File: src/rtl/cfg_chain_loader.sv
// -----------------------------------------------------------------------------
// cfg_chain_loader
//   Upstream feeder for the CB/LE dual-bank configuration shift chains. Packed
//   bitstream words arrive over a valid/ready handshake and are shifted out
//   serially, one A/B bit pair per cycle, into the first tile's
//   config_data_inA/B. config_en stays high for the whole session so that
//   downstream CBs hold LE inputs and bus outputs at 0 while they are
//   reconfigured.
//
//   Build option: CFG_CHECKSUM_EN
//     defined   - after the last data pair one extra word is accepted; its
//                 bit 0 / bit 1 must equal the running XOR of all shifted
//                 A / B bits, otherwise err is raised (sticky until next start).
//     undefined - no checksum word, err is tied to 0.
//
// Parameters
//   WORD_W     input word width (even), carries WORD_W/2 A/B pairs
//   CHAIN_LEN  bits per bank in the complete chain
//
// Ports
//   clk        in   clock
//   nrst       in   asynchronous active-low reset
//   start      in   begin a session (only looked at while idle)
//   in_data    in   bitstream word; bit 2k = bank A, bit 2k+1 = bank B
//   in_valid   in   in_data valid
//   in_ready   out  loader accepts a word this cycle
//   config_en  out  chain configuration enable to all tiles
//   shift_en   out  chain shift strobe
//   cfg_outA   out  serial data to chain bank A
//   cfg_outB   out  serial data to chain bank B
//   busy       out  session in progress
//   done       out  one-cycle pulse at session end
//   err        out  checksum mismatch, sticky until next start
// -----------------------------------------------------------------------------
module cfg_chain_loader #(
    parameter int WORD_W    = 8,
    parameter int CHAIN_LEN = 30
) (
    input  logic              clk,
    input  logic              nrst,
    input  logic              start,
    input  logic [WORD_W-1:0] in_data,
    input  logic              in_valid,
    output logic              in_ready,
    output logic              config_en,
    output logic              shift_en,
    output logic              cfg_outA,
    output logic              cfg_outB,
    output logic              busy,
    output logic              done,
    output logic              err
);

    localparam int PAIRS = WORD_W / 2;
    localparam int PW    = (PAIRS > 1) ? $clog2(PAIRS) : 1;
    localparam int CW    = $clog2(CHAIN_LEN + 1);

    localparam logic [PW-1:0] LAST_PAIR = PW'(PAIRS - 1);
    localparam logic [CW-1:0] LAST_BIT  = CW'(CHAIN_LEN - 1);

    typedef enum logic [2:0] {
        S_IDLE  = 3'd0,
        S_LOAD  = 3'd1,
        S_SHIFT = 3'd2,
`ifdef CFG_CHECKSUM_EN
        S_CHECK = 3'd3,
`endif
        S_DONE  = 3'd4
    } state_t;

    state_t            state_q, state_d;
    logic [WORD_W-1:0] sreg_q,  sreg_d;    // word being shifted, LSB pair first
    logic [CW-1:0]     cnt_q,   cnt_d;     // pairs shifted this session
    logic [PW-1:0]     pair_q,  pair_d;    // pair index within current word

`ifdef CFG_CHECKSUM_EN
    logic par_a_q, par_a_d;
    logic par_b_q, par_b_d;
    logic err_q,   err_d;
`endif

    // NOTE: every register is reset, including the data shift register, so a
    // reset mid-session leaves no stale word that could leak into a new load.
    // NOTE: sequential state uses non-blocking assignments only; blocking here
    // would make the result depend on process evaluation order.
    always_ff @(posedge clk or negedge nrst) begin
        if (!nrst) begin
            state_q <= S_IDLE;
            sreg_q  <= '0;
            cnt_q   <= '0;
            pair_q  <= '0;
`ifdef CFG_CHECKSUM_EN
            par_a_q <= 1'b0;
            par_b_q <= 1'b0;
            err_q   <= 1'b0;
`endif
        end else begin
            state_q <= state_d;
            sreg_q  <= sreg_d;
            cnt_q   <= cnt_d;
            pair_q  <= pair_d;
`ifdef CFG_CHECKSUM_EN
            par_a_q <= par_a_d;
            par_b_q <= par_b_d;
            err_q   <= err_d;
`endif
        end
    end

    // NOTE: every signal driven here gets a default first, so no path through
    // the case statement can leave one unassigned and infer a latch.
    always_comb begin
        state_d   = state_q;
        sreg_d    = sreg_q;
        cnt_d     = cnt_q;
        pair_d    = pair_q;
        in_ready  = 1'b0;
        config_en = 1'b0;
        shift_en  = 1'b0;
        cfg_outA  = 1'b0;
        cfg_outB  = 1'b0;
        busy      = 1'b0;
        done      = 1'b0;
`ifdef CFG_CHECKSUM_EN
        par_a_d   = par_a_q;
        par_b_d   = par_b_q;
        err_d     = err_q;
`endif

        unique case (state_q)
            S_IDLE: begin
                if (start) begin
                    state_d = S_LOAD;
                    cnt_d   = '0;
                    pair_d  = '0;
`ifdef CFG_CHECKSUM_EN
                    par_a_d = 1'b0;
                    par_b_d = 1'b0;
                    err_d   = 1'b0;
`endif
                end
            end

            S_LOAD: begin
                in_ready  = 1'b1;
                config_en = 1'b1;
                busy      = 1'b1;
                if (in_valid) begin
                    sreg_d  = in_data;
                    pair_d  = '0;
                    state_d = S_SHIFT;
                end
            end

            S_SHIFT: begin
                config_en = 1'b1;
                busy      = 1'b1;
                shift_en  = 1'b1;
                cfg_outA  = sreg_q[0];
                cfg_outB  = sreg_q[1];
                sreg_d    = sreg_q >> 2;
                cnt_d     = cnt_q + CW'(1);
                pair_d    = pair_q + PW'(1);
`ifdef CFG_CHECKSUM_EN
                par_a_d   = par_a_q ^ sreg_q[0];
                par_b_d   = par_b_q ^ sreg_q[1];
`endif
                // Chain-full wins over end-of-word: unused upper pairs of the
                // final word are simply dropped.
                if (cnt_q == LAST_BIT) begin
`ifdef CFG_CHECKSUM_EN
                    state_d = S_CHECK;
`else
                    state_d = S_DONE;
`endif
                end else if (pair_q == LAST_PAIR) begin
                    state_d = S_LOAD;
                end
            end

`ifdef CFG_CHECKSUM_EN
            S_CHECK: begin
                in_ready  = 1'b1;
                config_en = 1'b1;
                busy      = 1'b1;
                if (in_valid) begin
                    err_d   = (in_data[0] != par_a_q) || (in_data[1] != par_b_q);
                    state_d = S_DONE;
                end
            end
`endif

            S_DONE: begin
                done    = 1'b1;
                state_d = S_IDLE;
            end

            default: state_d = S_IDLE;
        endcase
    end

`ifdef CFG_CHECKSUM_EN
    assign err = err_q;
`else
    assign err = 1'b0;
`endif

endmodule
File: config.mk
export PLATFORM = sky130hd
export DESIGN_NAME = cfg_chain_loader
export DESIGN_NICKNAME = d
export VERILOG_FILES = /design/src/rtl/cfg_chain_loader.sv
export SDC_FILE = /design/constraint.sdc
export NUM_CORES = 1
export LEC_CHECK = 0
export BUFFER_PORTS_ARGS = -buffer_cell sky130_fd_sc_hd__buf_2
export CAP_MARGIN = 40
export CORE_MARGIN = 5
export CORE_UTILIZATION = 45
export DETAILED_ROUTE_END_ITERATION = 7
export PLACE_DENSITY = 0.67
export SLEW_MARGIN = 30
export SYNTH_ARGS = -nofsm -noshare
export SYNTH_HDL_FRONTEND = slang
export SYNTH_SLANG_ARGS = --single-unit
File: constraint.sdc
create_clock -name clk -period 1.75 [get_ports clk]
set_input_delay 0 -clock clk [delete_from_list [all_inputs] [get_ports clk]]
set_output_delay 0 -clock clk [all_outputs]
set_load 0.03 [all_outputs]
After elaboration in Yosys (flattened, before gate mapping) --
Cells that the tools add are included.
Word-level totals: latch bits 0, output and inout bits 8, memory bits (read-only) 0, flip-flop bits (word level) 18, memories 0, word-level logic and storage cells 41, input bits 12, memory bits (writable) 0
Operators by class: eq/ne operators 8, shifts and indexed selects 0, magnitude comparators 0, multiplexer cells 18, multipliers 0, bitwise gates (word level) 0, add/subtract/negate cells 2, reductions and logical operators 9, div/mod/pow operators 0
Operators with widths (count):
- $pmux 8 s2 | 1
- $mux 3 | 4
- $pmux 5 s2 | 1
- $pmux 3 s3 | 1
- $mux 8 | 1
- $mux 1 | 6
- $pmux 2 s3 | 1
- $reduce_and 3->1 | 2
- $add 5x1->5 const B | 1
- $eq 5x5->1 const B | 1
- $mux 5 | 1
- $mux 2 | 2
- $ne 2x2->1 const B | 2
- $reduce_and 2->1 | 2
- $reduce_bool 2->1 | 2
- $eq 3x1->1 const B | 1
- $eq 3x2->1 const B | 1
- $eq 3x3->1 const B | 1
- $logic_not 3->1 | 1
- $ne 3x3->1 const B | 1
- $reduce_bool 3->1 | 1
- $add 2x1->2 const B | 1
- $eq 2x2->1 const B | 1
- $reduce_or 2->1 | 1

Depth between registers and ports, before layout --
Gate-level depths: netlist of the first run.
word-level depth 4, depth in mapped cells 7, mapped depth without buffers 5

Worst setup path before layout of the first run --
Ideal clock, no wire load.
path kind register to output, start point register state_q[0], end point output port config_en, required time 1.750 ns, setup slack -0.161 ns, buffers on the path 2, arrival time 1.911 ns, cell stages (with the launch flop) 5, cell sequence dfrtp_1 > buf_2 > nor3b_1 > or2_2 > buf_4
Between the ends: longest elaborated chain between the ends 3, elaborated cells on any way between the ends 4, those cells by class eq/ne (2); mux (1); reduce/logical (1)
RTL lines:
- start: declaration | line 71 | state_t state_q, state_d;
- start signal: assignment | line 98 | state_q <= state_d;
- $eq 3x2->1 or $eq 3x1->1 (tied branches)
- $reduce_or 2->1 (no source line) *
- $mux 1 *
- end: declaration | line 45 | output logic config_en,
Every way passes the cells marked *; elsewhere a longest branch is shown, timed or not.

Final worst setup path of the first run --
start point register state_q[2], end point register sreg_q[3]
Between the ends: longest elaborated chain between the ends 3, elaborated cells on any way between the ends 6, those cells by class eq/ne (3); mux (1); reduce/logical (2)
RTL lines:
- $eq 3x1->1 or $eq 3x2->1 (tied branches) | line 130 | unique case (state_q)
- $ne 2x2->1 (no source line) or $reduce_bool 2->1 (tied branches)
- $reduce_and 2->1 (no source line)
- end signal: assignment | line 99 | sreg_q <= sreg_d;
- end: declaration | line 72 | logic [WORD_W-1:0] sreg_q, sreg_d;
Parallel ways exist; a longest one is shown, timed or not. A chain may end at the register's enable or synchronous reset.

==> qor.csv, run 1 <==
stage,metric,value,unit
status,status,"finished, final reports clean",
global_route,vias in the first global route,728,
floorplan,std cell rows,17,
yosys,"FFs w/ async S/R, synth",100,%
pwr,Sw Pwr,749,µW
timing,Post-Route Skew,0.00133,ns
routing,Via Count,701,
yosys,Most used DFF post-synth,dfrtp_1,
min_path,HP Start,in_data[5],
routing,Routed wire per std cell,12.6,µm
yosys,Seq cells post-synth,18,
clock_network,maximum number of buffers from clock root to sink,2,
setup_path,Crit Path Max Fanout,17,
yosys,Synth area leader,dfrtp_1,
global_route,largest net degree at the start of global routing,19,
setup_path,CP required,1.94,ns
pwr,worst ir drop on vdd,0.000837,V
timing,max frequency,632,MHz
pwr,pwr dens,1600,nW/µm²
clock_network,Clock transition at path regs,0.10,ns
routing,Routed Antenna Nets,0,
timing,crit share post-route,90.4,%
routing,final WL,1730,µm
clock_network,clk_lat worst skew,0.29,ns
min_path,Hold Path Class,in2reg,
setup_path,crit path from,state_q[2],
yosys,syn avg cell area,11.5,µm²
yosys,Synthesized Nets,103,
floorplan,Initial Util,46.6,%
timing,final worst path period need,1.58,ns
global_route,first-pass GRT wire length,3140,µm
pwr,sw frac,39.8,%
clock_network,postcts setup bufs,0,
yosys,YS warnings,0,
global_route,total global routing overflow,0,
pwr,Internal Power,1130,µW
timing,"Slew Viols, Final",0,
global_route,initial antenna violation count,0,
yosys,synthesized area,1010,µm²
setup_path,Critical Path AT,1.77,ns
cells_and_area,Layout area overhead,16.3,%
routing,1st-iter DRT viols,5,
routing,DRC viols,0,
yosys,"top cells by count, synth","dfrtp_1 (18), mux2_2 (13), buf_4 (4), nor2_1 (4)",
clock_network,CTS tree,yes,
setup_path,Setup crit end kind,register,
routing,vias per cell,5.12,
cells_and_area,Final Util,54.2,%
yosys,distinct cell type count after synthesis,36,
clock_network,Resize count post-CTS,0,
yosys,area fraction of the dominant cell type after synthesis,44.6,%
floorplan,Die Span Y,57.4,µm
setup_path,critical path class,reg2reg,
floorplan,count of boundary I/O pins,20,
yosys,"Seq/Total Area, Yosys",44.6,%
cells_and_area,share of layout cells above drive strength 1,41.3,%
pwr,Comb power frac,49.1,%
floorplan,Die Wd,57.4,µm
floorplan,core box area,2170,µm²
clock_network,H-tree levels,1,
pwr,Lkg Pwr,0.000540,µW
timing,unrepaired setup endpoints after global routing,no,
yosys,synth top area cells,"dfrtp_1 (45%), mux2_2 (14%), ha_1 (3.7%)",
timing,endpoints failing hold,0,
setup_path,Critical Path Start Type,register,
job,maxcap violations,0,
yosys,most common cell in the synthesized netlist,dfrtp_1,
cells_and_area,ANT cells,0,
timing,final setup TNS,0,ns
pwr,Flop pwr share,37.3,%
routing,number of detailed-route iterations in the first pass,2,
placement,# port buffers,18,
placement,detailed placement HPWL,1310,µm
clock_network,CTS Sinks,18,
cells_and_area,nets@finish,125,
global_route,gr usage total,11.9,%
setup_path,worst r2r src,state_q[2],
timing,final setup vio count,0,
yosys,Post-synth EDFFs,0,
pwr,clock power share,13.6,%
floorplan,die area,3290,µm²
yosys,Mapped Cells,88,
clock_network,Clk Tree Root Cell,clkbuf_4,
placement,Final GP Congestion,0.729,
clock_network,Num CTS Buffers,3,
-- per-stage QoR --
| stage | std cells | power (µW) | instance area [µm²] | hold slack [ns] | setup WS, ns |
|---|---|---|---|---|---|
| final | 137 | 1880 | 1180 | 0.0579 | 0.168 |
| after global routing | 137 | 2040 | 1180 | 0.0565 | 0.0485 |
| after CTS | 137 | 1910 | 1180 | 0.0541 | 0.147 |
| after floorplan | 88 | 1470 | 1020 | -0.296 | 0.195 |
| after detailed placement | 130 | 1640 | 1110 | -0.0513 | 0.168 |
| after global placement | 130 | 1620 | 1110 | -0.0499 | 0.195 |
-- power by group through the flow --
stage               clock, µW  combinational (µW)  sequential, µW
floorplan                   0                 804             669
global placement            0                 916             701
detailed placement          0                 933             711
CTS                       264                 940             702
global route              284                1030             729
finish                    255                 924             702
-- metal layers --
metal,vias up,GRT usage [%],part of all wire [%]
li1,354,-,-
met1,330,15.9,47
met2,15,18.2,45
met3,2,2.71,6.5
met4,0,4.97,0.75
met5,-,0,0
-- cell type report --
class / instances / area (µm²)
Clock buffer: 4 / 36.3
Inverter: 3 / 13.8
Sequential cell: 18 / 450
Timing Repair Buffer: 23 / 135
Tap cell: 28 / 35.0
Multi-Input combinational cell: 61 / 505
Fill cell: 220 / 993
-- cell families after synthesis --
| group | Yosys count | share of synthesized area [%] |
|---|---|---|
| muxes | 15 | 16.5 |
| other | 1 | 0.371 |
| DFF | 18 | 44.6 |
| AOI/OAI and AO/OA | 15 | 11.9 |
| xor gates and xnor gates | 2 | 1.73 |
| buffers and inverters | 9 | 5.94 |
| and+or+nand+nor | 25 | 15.3 |
| adders and majority gates | 3 | 3.71 |
-- registers in the layout (all words and copies together), names as in the netlist --
signal / count
cnt_q: 5
pair_q: 2
sreg_q: 8
state_q: 3
-- worst max-delay path, cell delays in order, from the launching register on --
cell and delay, ns:
dfrtp_1 0.41, nor2_2 0.21, nand2_4 0.09, inv_4 0.17, mux2_2 0.35, mux2_2 0.26
-- worst paths after layout --
| check | endpoint | slack (ns) | depth (start not counted) |
|---|---|---|---|
| min in group asynchronous | sreg_q[0] | 0.15 | 2 |
| max in group asynchronous | pair_q[1] | 1.31 | 2 |
| min reg2reg | sreg_q[2] | 0.52 | 1 |
| max | sreg_q[3] | 0.17 | 5 |
| min | sreg_q[5] | 0.06 | 3 |
| max reg2reg | sreg_q[3] | 0.17 | 5 |
-- cell usage in the layout (no fill, tap or decap), types with 2 or more instances in the layout --
| master | count |
|---|---|
| mux2_2 | 13 |
| o21ai_0 | 2 |
| a21oi_1 | 2 |
| mux2i_1 | 2 |
| inv_1 | 2 |
| dlygate4sd3_1 | 3 |
| buf_4 | 2 |
| xnor2_1 | 2 |
| nor2_1 | 4 |
| nand2_1 | 3 |
| dfrtp_1 | 18 |
| buf_2 | 18 |
| and2_1 | 2 |
| clkbuf_4 | 3 |
| nand3_1 | 2 |
| ha_1 | 3 |
| nand2b_1 | 3 |
| a22o_1 | 2 |
| o2bb2ai_1 | 3 |
-- repair_timing --
| action | in CTS | in global routing |
|---|---|---|
| endpoints found under the setup margin | 0 | 0 |
| hold buffers | 3 | 0 |
| hold endpoints to repair | 20 | 0 |
Note: power is estimated with default switching activity, not from simulation.
==> inputs of run 2 (changes only) <==
--- a/config.mk
+++ b/config.mk
@@ -10,6 +10,7 @@
 export CORE_MARGIN = 5
 export CORE_UTILIZATION = 45
 export DETAILED_ROUTE_END_ITERATION = 7
+export GPL_TIMING_DRIVEN = 0
 export PLACE_DENSITY = 0.67
 export SLEW_MARGIN = 30
 export SYNTH_ARGS = -nofsm -noshare
==> constraint.sdc (replaced) <==
create_clock -name clk -period 1.5 [get_ports clk]
set_input_delay 0 -clock clk [delete_from_list [all_inputs] [get_ports clk]]
set_output_delay 0 -clock clk [all_outputs]
set_load 0.03 [all_outputs]
==> qor.csv, run 2 (synthesized netlist as in run 1, its figures left out) <==
stage,metric,value,unit
global_route,vias in the first global route,865,
floorplan,std cell rows,17,
pwr,worst ir drop on vdd,0.00153,V
setup_path,Critical Path Start Type,register,
timing,crit share post-route,103,%
routing,Via Count,801,
floorplan,count of boundary I/O pins,20,
pwr,pwr dens,2050,nW/µm²
cells_and_area,share of layout cells above drive strength 1,53.2,%
global_route,gr usage total,15.2,%
clock_network,clk_lat worst skew,0.30,ns
global_route,initial antenna violation count,0,
timing,"Slew Viols, Final",0,
routing,vias per cell,5.20,
clock_network,Clock transition at path regs,0.11,ns
status,status,finished with violations,
pwr,Lkg Pwr,0.000685,µW
placement,# port buffers,18,
cells_and_area,Largest Register,sreg_q,
setup_path,CP required,1.70,ns
timing,final setup vio count,7,
placement,Final GP Congestion,0.788,
setup_path,Setup crit end kind,register,
job,maxcap violations,0,
floorplan,Initial Util,46.6,%
timing,Post-Route Skew,0.000656,ns
setup_path,Critical Path AT,1.74,ns
timing,setup ws final,-0.0401,ns
cells_and_area,ANT cells,0,
clock_network,Num CTS Buffers,3,
timing,max frequency,649,MHz
floorplan,Die Wd,57.4,µm
routing,Routed wire per std cell,14.2,µm
cells_and_area,nets@finish,142,
cells_and_area,most frequent cells in the layout,"dfrtp_1 (16), buf_4 (13), buf_2 (12)",
timing,final worst path period need,1.54,ns
cells_and_area,biggest regs,"sreg_q: 8 flops, cnt_q: 5 flops, state_q: 3 flops",
placement,detailed placement HPWL,1420,µm
timing,unrepaired setup endpoints after global routing,yes,
floorplan,die area,3290,µm²
timing,final setup TNS,-0.142,ns
cells_and_area,Largest register FFs,8,
setup_path,critical path class,reg2reg,
min_path,Hold Path Class,in2reg,
floorplan,Die Span Y,57.4,µm
cells_and_area,"commonest non-fill, non-tap cell in the layout",dfrtp_1,
global_route,first-pass GRT wire length,3890,µm
global_route,largest net degree at the start of global routing,19,
floorplan,core box area,2170,µm²
clock_network,H-tree levels,1,
cells_and_area,Layout area overhead,43.6,%
routing,final WL,2190,µm
timing,endpoints failing hold,0,
clock_network,Clk Tree Root Cell,clkbuf_4,
clock_network,maximum number of buffers from clock root to sink,2,
status,failing checks,setup timing,
routing,Routed Antenna Nets,0,
routing,number of detailed-route iterations in the first pass,4,
setup_path,Crit Path Max Fanout,6,
clock_network,CTS tree,yes,
routing,DRC viols,0,
routing,1st-iter DRT viols,9,
global_route,total global routing overflow,0,
pwr,Total Power,2970,µW
clock_network,CTS Sinks,18,
## run 2: changes by cell type in the layout (fill, tap and decap cells not counted), sizes merged
cell  change
buf      +17
## run 2: routing by layer
| layer | GRT usage, % | routed length [µm] | up-vias |
|---|---|---|---|
| met5 | 0 | 0 | - |
| met2 | 25.6 | 1080 | 21 |
| met3 | 2.49 | 94 | 4 |
| met4 | 7.95 | 44 | 0 |
| met1 | 18.3 | 975 | 389 |
| li1 | - | - | 387 |
## run 2: power by group
group,internal (µW),switching [µW]
registers,674,163
clock network,148,160
logic,1060,770
## run 2: worst max-delay path, stage by stage, from the launching register on
cell and delay [ns]:
dfrtp_1 0.45, buf_6 0.15, nand3b_1 0.19, a21oi_4 0.17, buf_12 0.14, mux2_2 0.32
## run 2: metrics by stage
stage               hold slack, ns  util, %  instance area (µm²)  worst slack [ns]  instances
floorplan                   -0.296        -                 1030            0.0269         88
global placement           -0.0472     53.1                 1150           -0.0562        134
detailed placement         -0.0476     53.1                 1150           -0.0774        134
CTS                         0.0495     64.6                 1400           -0.0287        152
global route                0.0483     66.9                 1450           -0.0842        154
finish                      0.0500     66.9                 1450           -0.0401        154
## run 2: timing repair
item	4_1_cts	5_1_grt
pin swaps	4	3
setup endpoints to repair	11	17
endpoints found under the hold margin	20	0
resized for setup	22	18
buffers inserted	11	3
hold buffers	3	0
## run 2: path summary, 6_finish.rpt
path | startpoint | to | slack [ns] | depth (start not counted)
worst max-delay path | state_q[1] | sreg_q[4] | -0.04 | 5
worst min-delay path | in_data[1] | sreg_q[1] | 0.05 | 3
worst max register to register | state_q[1] | sreg_q[4] | -0.04 | 5
worst min register to register | sreg_q[0] | sreg_q[0] | 0.53 | 1
max in group asynchronous | nrst | state_q[0] | 1.05 | 2
min in group asynchronous | nrst | sreg_q[0] | 0.14 | 2
## run 2: cell type report
cell class / count / area, µm²
fill: 182 / 718
inverter: 3 / 16.3
buffer: 5 / 56.3
timing repair buffer: 35 / 288
tap: 28 / 35.0
clock buffer: 4 / 36.3
sequential: 18 / 453
multi-input combinational: 61 / 567
